File: src/rtl/router_fsm.sv
// Control FSM for the 1x3 packet router: header decode, load sequencing and FIFO-full stalls.
// Optional build macro ROUTER_FSM_STATUS_EN exposes the raw state code and a completed-packet counter.
//
// state | meaning
// DA    | decode address of incoming header
// WTE   | wait until destination FIFO is empty
// LFD   | load header byte
// LD    | load payload bytes
// FFS   | destination FIFO full, hold
// LAF   | load the byte held during full
// LP    | load parity byte
// CPE   | check parity error
module router_fsm #(
  parameter int CNT_W = 8
) (
  input  logic       clk,
  input  logic       rst,
  input  logic       pkt_valid,
  input  logic [1:0] data_in,
  input  logic       fifo_full,
  input  logic       empty_0,
  input  logic       empty_1,
  input  logic       empty_2,
  input  logic       soft_reset_0,
  input  logic       soft_reset_1,
  input  logic       soft_reset_2,
  input  logic       parity_done,
  input  logic       low_pkt_valid,
  output logic       detect_add,
  output logic       lfd_state,
  output logic       ld_state,
  output logic       laf_state,
  output logic       full_state,
  output logic       write_enb_reg,
  output logic       rst_int_reg,
  output logic       busy
`ifdef ROUTER_FSM_STATUS_EN
  ,
  output logic [2:0]       state_out,
  output logic [CNT_W-1:0] pkt_cnt
`endif
);

  typedef enum logic [2:0] {
    S_DA  = 3'd0,
    S_WTE = 3'd1,
    S_LFD = 3'd2,
    S_LD  = 3'd3,
    S_FFS = 3'd4,
    S_LAF = 3'd5,
    S_LP  = 3'd6,
    S_CPE = 3'd7
  } state_t;

  state_t     state_q, state_d;
  logic [1:0] addr_q, addr_d;
  logic       soft_reset_sel;
  logic       empty_sel;
  logic       empty_hdr;
  logic       hdr_valid;

  assign hdr_valid = pkt_valid && (data_in != 2'b11);

  // empty_hdr follows the incoming header; the *_sel signals follow the latched address
  always_comb begin
    soft_reset_sel = 1'b0;
    empty_sel      = 1'b0;
    empty_hdr      = 1'b0;
    case (addr_q)
      2'd0:    begin soft_reset_sel = soft_reset_0; empty_sel = empty_0; end
      2'd1:    begin soft_reset_sel = soft_reset_1; empty_sel = empty_1; end
      2'd2:    begin soft_reset_sel = soft_reset_2; empty_sel = empty_2; end
      default: begin soft_reset_sel = 1'b0;         empty_sel = 1'b0;    end
    endcase
    case (data_in)
      2'd0:    empty_hdr = empty_0;
      2'd1:    empty_hdr = empty_1;
      2'd2:    empty_hdr = empty_2;
      default: empty_hdr = 1'b0;
    endcase
  end

  always_comb begin
    addr_d = addr_q;
    if ((state_q == S_DA) && hdr_valid) addr_d = data_in;
  end

  always_ff @(posedge clk or negedge rst) begin
    if (!rst) begin
      state_q <= S_DA;
      addr_q  <= 2'd0;
    end else begin
      state_q <= state_d;
      addr_q  <= addr_d;
    end
  end

  always_comb begin
    state_d = state_q;
    if ((state_q != S_DA) && soft_reset_sel) begin
      state_d = S_DA;
    end else begin
      case (state_q)
        S_DA:    if (hdr_valid) state_d = empty_hdr ? S_LFD : S_WTE;
        S_WTE:   if (empty_sel) state_d = S_LFD;
        S_LFD:   state_d = S_LD;
        S_LD: begin
          if (fifo_full)       state_d = S_FFS;
          else if (!pkt_valid) state_d = S_LP;
        end
        S_FFS:   if (!fifo_full) state_d = S_LAF;
        S_LAF: begin
          if (parity_done)        state_d = S_DA;
          else if (low_pkt_valid) state_d = S_LP;
          else                    state_d = S_LD;
        end
        S_LP:    state_d = S_CPE;
        S_CPE:   state_d = fifo_full ? S_FFS : S_DA;
        default: state_d = S_DA;
      endcase
    end
  end

  always_comb begin
    detect_add    = 1'b0;
    lfd_state     = 1'b0;
    ld_state      = 1'b0;
    laf_state     = 1'b0;
    full_state    = 1'b0;
    write_enb_reg = 1'b0;
    rst_int_reg   = 1'b0;
    busy          = 1'b0;
    case (state_q)
      S_DA:  detect_add = 1'b1;
      S_WTE: busy = 1'b1;
      S_LFD: begin lfd_state = 1'b1; busy = 1'b1; end
      S_LD:  begin ld_state = 1'b1; write_enb_reg = 1'b1; end
      S_FFS: begin full_state = 1'b1; busy = 1'b1; end
      S_LAF: begin laf_state = 1'b1; write_enb_reg = 1'b1; busy = 1'b1; end
      S_LP:  begin write_enb_reg = 1'b1; busy = 1'b1; end
      S_CPE: begin rst_int_reg = 1'b1; busy = 1'b1; end
      default: detect_add = 1'b1;
    endcase
  end

`ifdef ROUTER_FSM_STATUS_EN
  logic [CNT_W-1:0] cnt_q, cnt_d;

  // only a normal CPE->DA exit counts; soft-reset exits are excluded
  always_comb begin
    cnt_d = cnt_q;
    if ((state_q == S_CPE) && (state_d == S_DA) && !soft_reset_sel) cnt_d = cnt_q + CNT_W'(1);
  end

  always_ff @(posedge clk or negedge rst) begin
    if (!rst) cnt_q <= '0;
    else      cnt_q <= cnt_d;
  end

  assign state_out = state_q;
  assign pkt_cnt   = cnt_q;
`endif

endmodule

File: config.mk
export PLATFORM = sky130hd
export DESIGN_NAME = router_fsm
export DESIGN_NICKNAME = d
export VERILOG_FILES = /design/src/rtl/router_fsm.sv
export SDC_FILE = /design/constraint.sdc
export NUM_CORES = 1
export LEC_CHECK = 0
export ABC_AREA = 1
export CORE_MARGIN = 1.5
export CORE_UTILIZATION = 25
export CTS_CLUSTER_DIAMETER = 80
export DETAILED_ROUTE_END_ITERATION = 8
export GPL_TIMING_DRIVEN = 0
export PLACE_DENSITY = 0.52
export SLEW_MARGIN = 25
export SYNTH_ARGS = -nofsm -noshare
export SYNTH_HDL_FRONTEND = slang
export SYNTH_SLANG_ARGS = --single-unit
File: constraint.sdc
create_clock -name clk -period 1.35 [get_ports clk]
set_clock_uncertainty 0.15 [all_clocks]
set_input_delay 0.2025 -clock clk [delete_from_list [all_inputs] [get_ports clk]]
set_output_delay 0.2025 -clock clk [all_outputs]
set_load 0.05 [all_outputs]
==> results.sh <==
export IMPL_slew_viol_final=0
export IMPL_routedWlPerCell_um=10.23
export IMPL_gr_usage_all_layers_pct=14.79
export IMPL_synth_warnings=0
export IMPL_synth_flop_cell="dfrtp_1"
export IMPL_top_layer="met4"
export IMPL_core_area_sq_um=1982
export IMPL_synthAdderAreaFrac_pct=0
export IMPL_async_reset_ff_share_pct=100.0
export IMPL_cts_root_buffer="clkbuf_4"
export IMPL_crit_chain="clkinv_4, buf_12, o21ai_4, buf_6"
export IMPL_path_max_fanout=7
export IMPL_final_antenna_net_count=0
export IMPL_drt_pass1_iter_count=4
export IMPL_antenna_found_initial=0
export IMPL_htree_levels=1
export IMPL_tightest_slew_ns=0.2102
export IMPL_avgSynthCellArea_sq_um=5.691
export IMPL_cpPeakStageDelay_ns=0.44
export IMPL_wl_met3_um=54
export IMPL_synth_area_sq_um=529.3
export IMPL_fin_ws_ns=-0.2492
export IMPL_ys_top_cells_by_area="dfrtp_1 (24%), nand2_1 (21%), nand3_1 (12%)"
export IMPL_ys_seq_area_share_pct=23.64
export IMPL_cp_slowest_cell="dfrtp_2"
export IMPL_final_min_clock_period_ns=1.599
export IMPL_drc=0
export IMPL_synth_top_family_by_area="simple AND/OR/NAND/NOR gates"
export IMPL_leakagePower_nw=0.5588
export IMPL_worstSetupStartpointType="register"
export IMPL_crit_type="register to output port"
export IMPL_clkTransAtPathRegs_ns=0.04
export IMPL_synth_compound_area_share_pct=5.674
export IMPL_synth_top_cell_by_area="dfrtp_1"
export IMPL_rsz0062_at_grt="yes"
export IMPL_vias=733
export IMPL_fill_cells=193
export IMPL_power_total_mw=2.577
export IMPL_setup_viol=11
export IMPL_grt_pass1_wl_mm=2.815
export IMPL_synth_xor_area_share_pct=0
export IMPL_drt_first_iter_violations=4
export IMPL_num_rows=16
export IMPL_drt_met1_wl_um=648
export IMPL_io_pins=22
export IMPL_synthCells=93
export IMPL_cts_buffers_inserted=3
export IMPL_synth_edf_count=0
export IMPL_synth_commonest_cells="nand2_1 (29), nor2_1 (15), inv_1 (14)"
export IMPL_status="finished with violations"
export IMPL_ys_types=17
export IMPL_rr_worst_depth=10
export IMPL_die_h_um=49.01
export IMPL_max_freq_ghz=0.6253
export IMPL_p_sw_mw=1.346
export IMPL_syn_to_final_growth_pct=103.5
export IMPL_insertion_delay_ns=0.24
export IMPL_cts_sinks=5
export IMPL_p_comb_share_pct=79.2
export IMPL_grt_overflow=0
export IMPL_ys_ff_latch=5
export IMPL_timing_slew_headroom_pct=85.95
export IMPL_required_ns=1.00
export IMPL_drv_cap=0
export IMPL_mappedNetlistNets=107
export IMPL_yosysMostFrequentCell="nand2_1"
export IMPL_cts_tree="done"
export IMPL_hold_path_class="primary input to asynchronous set/reset pin"
export IMPL_clock_power_share_pct=6.7
export IMPL_place_congestion=0.7230
export IMPL_fin_nets=152
export IMPL_pre_cts_ws_ns=-0.7718
export IMPL_p_int_mw=1.231
export IMPL_seqPwrFrac_pct=14.1
export IMPL_finalSetupTns_ns=-2.189
export IMPL_vdd_drop_max_mv=1.472
export IMPL_synth_simple_gate_area_share_pct=60.05
export IMPL_grt_pass1_vias=683
export IMPL_violations="negative setup slack"
export IMPL_cts_hold_buf=0
export IMPL_dieArea_sq_um=2402
export IMPL_hpwl_mm=1.138
export IMPL_layout_drive_gt1_share_pct=42.34
export IMPL_viasPerCell=4.470
export IMPL_clockBufferDepth=2
export IMPL_grt_max_degree=8
export IMPL_p_sw_share_pct=52.24
export IMPL_synth_top_area_share_pct=23.64
export IMPL_endpoint_kind="output port"
export IMPL_start_util_pct=26.70
export IMPL_fin_crit_sh_pct=118.5
export IMPL_finalHoldViolations=0
export IMPL_dr_wl_met2_um=961
export IMPL_synth_mux_area_share_pct=0
export IMPL_drt_total_wl_mm=1.678
export IMPL_p_per_area_nw_per_um2=2392
export IMPL_n_antenna_cell=0
export IMPL_io_buffers=21
export IMPL_cp_arrival_ns=1.25
export IMPL_die_width_um=49.01
[metal layers]
layer	track usage, %	vias to the layer above
li1	-	382
met2	28.77	20
met1	15.23	329
met5	0	-
met3	2.761	2
met4	6.190	0
[through the flow]
stage,hold WS (ns),std cells,util [%],area [sq um]
finish,0.02707,164,54.36,1077
global route,0.03052,164,54.36,1077
CTS,0.03175,160,51.07,1012
detailed placement,0.2856,141,40.85,809.5
global placement,0.2770,141,40.85,809.5
floorplan,-0.2431,93,-,565.5
[cell families after synthesis]
group           count (synthesis)
simple gates                   67
compound gates                  6
buf+inv                        15
flops                           5
[sequential cells by signal, summed over array words and instances, names as in the netlist]
name	count
addr_q	2
state_q	3
[worst max-delay path, delay by kind of cell, from the launching register on]
family                 cells  cell delay (ns)
buffers and inverters      3             0.44
DFF                        1             0.44
AOI/OAI and AO/OA          1             0.13
[power groups by stage]
stage	Clock, mW	Combinational (mW)	Sequential (mW)
after global routing	0.193	2.21	0.374
after floorplan	0	1.10	0.307
after CTS	0.177	1.89	0.364
after global placement	0	1.46	0.332
after detailed placement	0	1.47	0.330
final	0.172	2.04	0.364
[placed cells by master (no fill, tap or decap), drive strengths merged, types with 3 or more instances in the layout]
master	instances
nand2	32
buf	27
nor2	17
nand3	15
clkdlybuf4s50	13
inv	13
dfrtp	5
clkbuf	4
a21oi	3
o21ai	3
[layout make-up]
class / instances / area, sq um / area share [%]
timing repair buffer: 40 / 394.1 / 36.59
inverter: 15 / 70.07 / 6.504
sequential: 5 / 128.9 / 11.96
multi-input combinational: 73 / 424.2 / 39.37
clock buffer: 4 / 26.28 / 2.439
tap: 27 / 33.78 / 3.136
[repair_timing]
item                       4_1_cts  5_1_grt
resized for setup               70       11
pin swaps                        2        5
setup endpoints to repair       13       13
setup buffers                   15        4
[final timing paths]
check                           start       endpoint  slack [ns]
min reg2reg                state_q[2]     state_q[2]        0.45
max                        state_q[2]  write_enb_reg       -0.25
max reg2reg                state_q[2]     state_q[1]       -0.16
max in group asynchronous         rst     state_q[0]        0.83
min in group clk           state_q[2]     state_q[2]        0.45
min                               rst      addr_q[0]        0.03
No activity file was read; power rests on OpenSTA's default activity.
